===== src/rtl/quick_cpu_sequencer.sv =====
// Instruction sequencer for a tiny 8-bit CPU. It fetches one byte per instruction,
// decodes it into register-file write controls, and supports free-run, single-step and halt.
module quick_cpu_sequencer #(
  parameter int unsigned PC_W = 8,
  parameter int unsigned TMO  = 15
) (
  input  logic            clk,
  input  logic            rst,
  input  logic            run,
  input  logic            step,
  output logic            imem_req,
  output logic [PC_W-1:0] imem_addr,
  input  logic            imem_ack,
  input  logic [7:0]      imem_rdata,
  output logic            rf_we,
  output logic            rf_sel,
  output logic            rf_src,
  output logic [7:0]      imm,
  output logic [1:0]      alu_op,
  output logic [PC_W-1:0] pc,
  output logic            halted,
  output logic            fault
);

  typedef enum logic [1:0] {
    StIdle  = 2'b00,
    StFetch = 2'b01,
    StExec  = 2'b10,
    StHalt  = 2'b11
  } state_e;

  localparam logic [1:0] OpAlu  = 2'b00;
  localparam logic [1:0] OpLdi  = 2'b01;
  localparam logic [1:0] OpJmp  = 2'b10;
  localparam logic [1:0] OpHalt = 2'b11;

  localparam logic [3:0] TmoLast = 4'(TMO - 1);

  state_e          state_q, state_d;
  logic [PC_W-1:0] pc_q, pc_d;
  logic [7:0]      ir_q, ir_d;
  logic            step_q, step_d;
  logic [3:0]      cnt_q, cnt_d;
  logic            fault_q, fault_d;

  logic [1:0]      opcode;
  logic [PC_W-1:0] jmp_target;
  logic [PC_W-1:0] pc_inc;

  assign opcode     = ir_q[7:6];
  assign jmp_target = PC_W'({2'b00, ir_q[5:0]});
  assign pc_inc     = pc_q + PC_W'(1);

  always_ff @(posedge clk or posedge rst) begin
    if (rst) begin
      state_q <= StIdle;
      pc_q    <= '0;
      ir_q    <= '0;
      step_q  <= 1'b0;
      cnt_q   <= '0;
      fault_q <= 1'b0;
    end else begin
      state_q <= state_d;
      pc_q    <= pc_d;
      ir_q    <= ir_d;
      step_q  <= step_d;
      cnt_q   <= cnt_d;
      fault_q <= fault_d;
    end
  end

  always_comb begin
    state_d  = state_q;
    pc_d     = pc_q;
    ir_d     = ir_q;
    step_d   = step_q;
    cnt_d    = cnt_q;
    fault_d  = fault_q;
    imem_req = 1'b0;
    rf_we    = 1'b0;
    rf_sel   = 1'b0;
    rf_src   = 1'b0;
    imm      = 8'h00;
    alu_op   = 2'b00;
    halted   = 1'b0;

    unique case (state_q)
      StIdle: begin
        // run has priority, so a step pulse seen together with run is dropped
        if (run) begin
          state_d = StFetch;
          cnt_d   = '0;
        end else if (step) begin
          step_d  = 1'b1;
          state_d = StFetch;
          cnt_d   = '0;
        end
      end

      StFetch: begin
        imem_req = 1'b1;
        if (imem_ack) begin
          ir_d    = imem_rdata;
          state_d = StExec;
        end else if (cnt_q == TmoLast) begin
          fault_d = 1'b1;
          state_d = StHalt;
        end else begin
          cnt_d = cnt_q + 4'd1;
        end
      end

      StExec: begin
        unique case (opcode)
          OpAlu: begin
            rf_we  = 1'b1;
            rf_sel = ir_q[3];
            alu_op = ir_q[5:4];
            pc_d   = pc_inc;
          end
          OpLdi: begin
            rf_we  = 1'b1;
            rf_sel = ir_q[5];
            rf_src = 1'b1;
            imm    = {3'b000, ir_q[4:0]};
            pc_d   = pc_inc;
          end
          OpJmp: begin
            pc_d = jmp_target;
          end
          OpHalt: begin
            pc_d = pc_q;
          end
          default: begin
            pc_d = pc_q;
          end
        endcase

        if (opcode == OpHalt) begin
          state_d = StHalt;
        end else if (run && !step_q) begin
          state_d = StFetch;
          cnt_d   = '0;
        end else begin
          state_d = StIdle;
          step_d  = 1'b0;
        end
      end

      StHalt: begin
        halted = 1'b1;
      end

      default: begin
        state_d = StIdle;
      end
    endcase
  end

  assign imem_addr = pc_q;
  assign pc        = pc_q;
  assign fault     = fault_q;

endmodule


===== config.mk =====
export PLATFORM = sky130hd
export DESIGN_NAME = quick_cpu_sequencer
export DESIGN_NICKNAME = d
export VERILOG_FILES = /design/src/rtl/quick_cpu_sequencer.sv
export SDC_FILE = /design/constraint.sdc
export NUM_CORES = 1
export LEC_CHECK = 0
export ABC_AREA = 1
export CORE_MARGIN = 4
export CORE_UTILIZATION = 52
export CTS_CLUSTER_DIAMETER = 100
export DETAILED_ROUTE_END_ITERATION = 10
export PLACE_DENSITY = 0.84
export SLEW_MARGIN = 20
export SYNTH_ARGS = -nofsm -noshare
export SYNTH_HDL_FRONTEND = slang
export SYNTH_SLANG_ARGS = --single-unit

===== constraint.sdc =====
create_clock -name clk -period 2.9 [get_ports clk]
set_clock_uncertainty 0.05 [all_clocks]
set_input_delay 0.58 -clock clk [delete_from_list [all_inputs] [get_ports clk]]
set_output_delay 0.58 -clock clk [all_outputs]
set_load 0.005 [all_outputs]

**Yosys cells after proc, flatten, opt, wreduce, memory -nomap -nowiden**

Index checks and enable logic that the tools add are counted.

- Register bits after elaboration: 24
- Bits of input ports: 13
- Logic and storage cells: 71

- Add/subtract/negate cells: 2
- Equal/unequal tests: 16
- Muxes and demuxes: 32
- Bitwise gates (word level): 2
- Reduce and logical (&&, ||, !) cells: 13

Operators with widths:

| operator | count |
|---|---|
| 4-bit two-way mux | 6 |
| 8-bit case mux with 2 select lines | 1 |
| 2-bit two-way mux | 7 |
| 2-bit inequality test, second input constant | 7 |
| 1-bit two-way mux | 12 |
| 4-bit case mux with 3 select lines | 1 |
| 5-bit two-way mux | 2 |
| 8-bit by 1-bit adder with 8-bit output, second input constant | 1 |
| 2-bit equality test, second input constant | 4 |
| 3-bit inequality test, second input constant | 2 |
| 2-bit case mux with 3 select lines | 1 |
| 3-bit AND reduction | 2 |
| 6-bit AND reduction | 1 |
| 5-bit AND reduction | 1 |
| 4-bit by 1-bit adder with 4-bit output, second input constant | 1 |
| 2-bit by 1-bit equality test with 1-bit output, second input constant | 2 |
| 4-bit equality test, second input constant | 1 |
| 2-bit zero test | 2 |
| 1-bit case mux with 2 select lines | 2 |
| 2-bit AND reduction | 2 |
| 3-bit nonzero test | 1 |
| 1-bit inverter | 2 |
| 2-bit nonzero test | 1 |
| 2-bit OR reduction | 1 |
| 2 further kinds | 2 |

**Logic depth before layout (Yosys ltp)**

Gate-level depths: netlist of run 1.

- Word-level depth: 5
- Mapped depth: 9
- Mapped depth without buffers: 9

**Least setup slack after synthesis of run 1**

OpenSTA, ideal clock, no wires.

- Path type: register -> output
- Start point: register state_q[0]
- End point: output imm[0]
- Arrival time: 1.205 ns
- Data required time: 2.270 ns
- Path slack: 1.065 ns
- Stages on the path, launching flop included: 9
- Cell sequence: dfrtp_1 inv_1 ha_1 inv_1 nor2_4 inv_2 nor2_4 inv_2 nor2_1

- Word-level cells in the longest chain between the ends: 2

Ends and longest elaborated chain:

| what | line | text |
|---|---|---|
| start: declaration | 39 | `state_e state_q, state_d;` |
| start signal: assignment | 56 | `state_q <= StIdle;` |
| start signal: assignment | 63 | `state_q <= state_d;` |
| 2-bit equality test | 87 | `unique case (state_q)` |
| 5-bit two-way mux | 87 |  |
| end: declaration | 18 | `output logic [7:0] imm,` |

No other way between the ends.

**Worst setup path after layout of run 1**

- Start point: register state_q[0]
- End point: output imm[2]

Same word-level chain as after synthesis.

==> metrics, run 1 <==
initial drt markers=67; # diodes=0; Lkg Pwr=1.02 nW; first-pass GRT wire length=6.09 mm; Reg2Reg Depth=8; die width=64.1 um; Reg-to-Reg Start=state_q[1]; CP Capture Point=imm[2]; flop2flop setup slack=1.25 ns; CP cell instances=inv_1 -> ha_2 -> inv_1 -> nor2_4 -> inv_2 -> nor2_4 -> inv_2 -> nor2_1 -> clkdlybuf4s50_1; die area=0.00411 sq mm; Critical path buffers and inverters=5; Initial Utilization=0.540; Worst-Skew Late Latency=0.32 ns; max incr delay on CP=0.51 ns; TritonCTS clock tree=done; commonest cells after routing, fill and taps aside=59 x nand2_1, 41 x clkdlybuf4s50_1, 31 x nor2_1; final hold violations=0; crit-path max FO=5; fin crit share=0.944; CP Capture Type=primary output; delay-heaviest family, CP=buffers and inverters; Post-Syn Area per Cell=7.24 sq um; H-tree depth=1; crit path launch=state_q[0]; core area=0.00303 sq mm; Sw Ratio=0.443; combinational power share=0.535; grt total ovfl=0; Routability Congestion=0.797; CP max-delay cell=clkdlybuf4s50_1; startpoint types=flip-flop; Max Cap Viol=0; PortBufs=41; HP Class=reg -> reg; Hold-fix buffers, CTS=0; clk buf depth=2; router iterations before antenna repair=4; Psw=758 uW; Final setup viols=0; largest net degree at the start of global routing=25; Total Routing Usage GR=0.184; vias in the first global route=1362; Row Count=20; CTS sink cnt=24; f_max=365 MHz; Clock Root Buffer=clkbuf_4; internal power=952 uW; reg2reg end=cnt_q[1]; Die Ht=64.1 um; most common cell after layout, fill and taps aside=nand2_1; Post-DRT Antenna Nets=0; Avg Vias per Cell=4.83; NumNets Final=284; YS warnings=0; Crit path arrival time=2.11 ns; clk slew on worst S/H paths=0.12 ns; RSZ-0062 raised after global routing=false; min Tclk post-route=2.74 ns; Mapped Cells=226; layout cell share with drive strength beyond 1=0.0958; Clk pwr share=0.103; # IOs=45; Vias=1474; Req. time, crit path=2.27 ns; CTS buffer count=3; sequential share of power=0.362; Post-Syn Area=0.00164 sq mm; VDD IR-drop max=452 uV; DP HPWL=2.72 mm; WL final=3.53 mm; WP depth=9; detailed-route DRC error count=0; status=complete, no violations; post-synthesis cell type count=27; Pwr Density=830 mW/mm^2; Routed WL per cell=11.6 um; synthesized flop and latch total=24; WS Path Type=reg -> out; final-report max-slew violation count=0; utilization after layout=0.681; synthesis-to-finish area growth=26.0%; sequential share of the synthesized area=0.367; initial antenna violation count=0; Setup TNS Final=0 ns
## cells in the mapped netlist
cell | count | area [sq um]
nand4_1 | 2 | 12.5
nand2_2 | 3 | 18.8
nand3_2 | 2 | 20.0
nor2_1 | 31 | 116
mux2_2 | 1 | 11.3
a21oi_1 | 15 | 75.1
nor2_2 | 2 | 12.5
buf_2 | 1 | 5.00
conb_1 | 1 | 3.75
inv_1 | 27 | 101
o21ai_1 | 1 | 5.00
xnor2_1 | 1 | 8.76
nand2_4 | 3 | 33.8
inv_2 | 4 | 15.0
a22oi_1 | 1 | 7.51
a211oi_1 | 1 | 7.51
nand3_1 | 12 | 60.1
nor2_4 | 2 | 22.5
dfrtp_1 | 24 | 601
o21ai_0 | 7 | 35.0
buf_6 | 1 | 11.3
ha_1 | 9 | 113
buf_4 | 11 | 82.6
inv_4 | 1 | 6.26
nor3b_1 | 1 | 7.51
nand2_1 | 59 | 221
o21bai_1 | 3 | 22.5
## power groups by stage
| stage | logic (mW) | registers [mW] | clock network, mW |
|---|---|---|---|
| final | 0.916 | 0.618 | 0.176 |
| after global routing | 1.03 | 0.642 | 0.199 |
| after CTS | 0.920 | 0.615 | 0.182 |
| after detailed placement | 0.908 | 0.623 | 0 |
| after global placement | 0.888 | 0.615 | 0 |
| after floorplan | 0.663 | 0.577 | 0 |
## cells by family after synthesis
family          synth area share
fa+ha+maj                 0.0688
flops                      0.367
compound gates            0.0933
buf+inv                    0.135
mux                      0.00688
other cells              0.00229
simple gates               0.321
xor+xnor                 0.00535
## repair_timing
action	4_1_cts	5_1_grt
resized for setup	0	2
setup buffers	0	0
endpoints found under the setup margin	0	6
## sequential cells by signal, indices dropped and copies added, names as in the netlist
name and flops:
imem_addr 8, state_q 2, fault 1, step_q 1, cnt_q 4, ir_q 8
## worst min-delay path by stage
| stage | from | end | slack, ns | cells past startpoint |
|---|---|---|---|---|
| floorplan | step_q | step_q | 0.39 | 2 |
| global placement | step_q | step_q | 0.41 | 2 |
| detailed placement | step_q | step_q | 0.42 | 2 |
| CTS | fault | fault | 0.45 | 1 |
| global route | fault | fault | 0.48 | 1 |
| finish | fault | fault | 0.44 | 1 |
## routing by layer
layer	GRT usage	vias up	share of wire	wire, um
met5	0	-	0	0
met3	0.0264	6	0.043	151
li1	-	763	-	-
met2	0.310	37	0.49	1750
met4	0.0554	0	0.017	61
met1	0.246	668	0.45	1580
## through the flow
stage	total power, mW	instance area, sq um	std cells	worst slack, ns	hold WS (ns)
2_1_floorplan	1.24	1640	228	1.06	0.391
3_3_place_gp	1.50	2020	301	0.529	0.410
3_5_place_dp	1.53	2020	301	0.480	0.419
4_1_cts	1.72	2050	305	0.0937	0.450
5_1_grt	1.88	2060	305	0.00829	0.478
6_report	1.71	2060	305	0.163	0.443
## cell type report
class | instances | area (sq um)
fill | 280 | 966
multi-input combinational | 159 | 830
sequential | 24 | 601
timing repair buffer | 42 | 418
inverter | 32 | 123
tap | 44 | 55.1
clock buffer | 4 | 36.3
Note: power is estimated with default switching activity, not from simulation.
==> run 2: changes to the inputs <==
PLACE_DENSITY = 0.89   (was 0.84)
RECOVER_POWER = 100   (was default)
==> metrics, run 2 (synthesized netlist as in run 1, its figures left out) <==
status=complete, no violations; commonest cells after routing, fill and taps aside=61 x nand2_1, 40 x clkdlybuf4s50_1, 32 x nor2_1; initial antenna violation count=0; Routed WL per cell=12.2 um; Placed Cells=301; clk buf depth=2; min Tclk post-route=2.74 ns; first-pass GRT wire length=6.37 mm; final-report max-slew violation count=0; CTS sink cnt=24; # IOs=45; worst slew pin tran=1.30 ns; Reg2Reg Depth=8; Post-DRT Antenna Nets=0; Hold Path Depth=1; Crit path arrival time=2.11 ns; Vias=1499; clk slew on worst S/H paths=0.14 ns; WS Path Type=reg -> out; Req. time, crit path=2.27 ns; # diodes=0; Lkg Pwr=1.01 nW; HP Class=reg -> reg; Worst-Skew Late Latency=0.33 ns; Avg Vias per Cell=4.90; Die Ht=64.1 um; layout cell share with drive strength beyond 1=0.0802; area occupied by multi-input gates=807 sq um; CP max-delay cell=clkdlybuf4s50_1; VDD IR-drop max=418 uV; CTS buffer count=3; Routability Congestion=0.909; fin crit share=0.944; synthesis-to-finish area growth=25.8%; CP cell instances=inv_1 -> ha_2 -> inv_1 -> nor2_4 -> inv_2 -> nor2_4 -> inv_2 -> nor2_1 -> clkdlybuf4s50_1; Clock Root Buffer=clkbuf_4; f_max=365 MHz; Row Count=20; router iterations before antenna repair=4; FF/Latch Area=602 sq um; core area=0.00303 sq mm; H-tree depth=1; Initial Utilization=0.540; delay-heaviest family, CP=buffers and inverters; startpoint types=flip-flop; vias in the first global route=1404; Total Routing Usage GR=0.197; Max-slew headroom=0.136; Hold-fix buffers, CTS=0; Final setup viols=0; FILL cells=266; initial drt markers=71; Max Cap Viol=0; DP HPWL=2.77 mm; most common cell after layout, fill and taps aside=nand2_1; die width=64.1 um; grt total ovfl=0; detailed-route DRC error count=0; reg2reg end=cnt_q[2]; Reg-to-Reg Start=state_q[0]; flop2flop setup slack=0.97 ns; WHS Endpoint=fault; max incr delay on CP=0.52 ns; final hold violations=0; PortBufs=41; Critical path buffers and inverters=5; die area=0.00411 sq mm; Post-Layout Cell Count=306; largest net degree at the start of global routing=25; crit-path max FO=5; total design power=1.80 mW; TritonCTS clock tree=done; Pwr Density=872 mW/mm^2; NumNets Final=285; Hold Startpoint=fault; WL final=3.75 mm; Setup TNS Final=0 ns; CP Capture Type=primary output
-- run 2: changes by cell type in the layout (fill, tap and decap cells not counted), sizes merged --
cell and delta:
dlygate4sd3 +1, bufinv +1, clkinvlp +1, inv -1, clkdlybuf4s50 -1
-- run 2: how the worst max path moves through the flow --
stage / from / to / slack, ns / depth (start not counted)
5_1_grt: state_q[0] / imm[3] / -0.004 / 9
6_report: state_q[0] / imm[4] / 0.16 / 9
3_3_place_gp: state_q[0] / imm[4] / 0.52 / 9
4_1_cts: state_q[0] / imm[4] / 0.08 / 9
2_1_floorplan: state_q[0] / imm[0] / 1.06 / 8
3_5_place_dp: state_q[0] / imm[4] / 0.49 / 9
-- run 2: where the power goes --
part / internal [mW] / switching [mW]
Sequential: 0.462 / 0.157
Combinational: 0.418 / 0.512
Clock: 0.140 / 0.107
Total: 1.02 / 0.776
-- run 2: cell type report --
type,instances,area share
sequential,24,0.292
clock buffer,3,0.0109
tap,44,0.0267
inverter,32,0.0589
multi-input combinational,159,0.392
clock inverter,1,0.0146
timing repair buffer,43,0.205
-- run 2: metal layers --
metal / track usage / part of all wire / vias to the layer above
met3: 0.0228 / 0.031 / 9
met1: 0.241 / 0.43 / 685
met5: 0 / 0 / -
li1: - / - / 769
met4: 0.103 / 0.026 / 0
met2: 0.337 / 0.51 / 36
-- run 2: what timing repair did --
item,4_1_cts,5_1_grt
gates resized for setup,0,2
setup endpoints to repair,0,6
buffers inserted,0,1
-- run 2: worst register-to-register path: stages (launching register included) --
cell	delay, ns
dfrtp_2	0.45
buf_4	0.15
ha_1	0.23
nand2_1	0.41
nand2_1	0.10
a21oi_1	0.21
nand2_2	0.12
nand2_1	0.07
nand2_1	0.05
-- run 2: per-stage QoR --
stage          area (sq um)  hold slack [ns]  worst slack (ns)   util
2_1_floorplan          1640            0.391              1.06      -
3_3_place_gp           2020            0.405             0.520  0.667
3_5_place_dp           2020            0.415             0.490  0.667
4_1_cts                2070            0.447            0.0754  0.684
5_1_grt                2060            0.460          -0.00405  0.680
6_report               2060            0.442             0.161  0.680
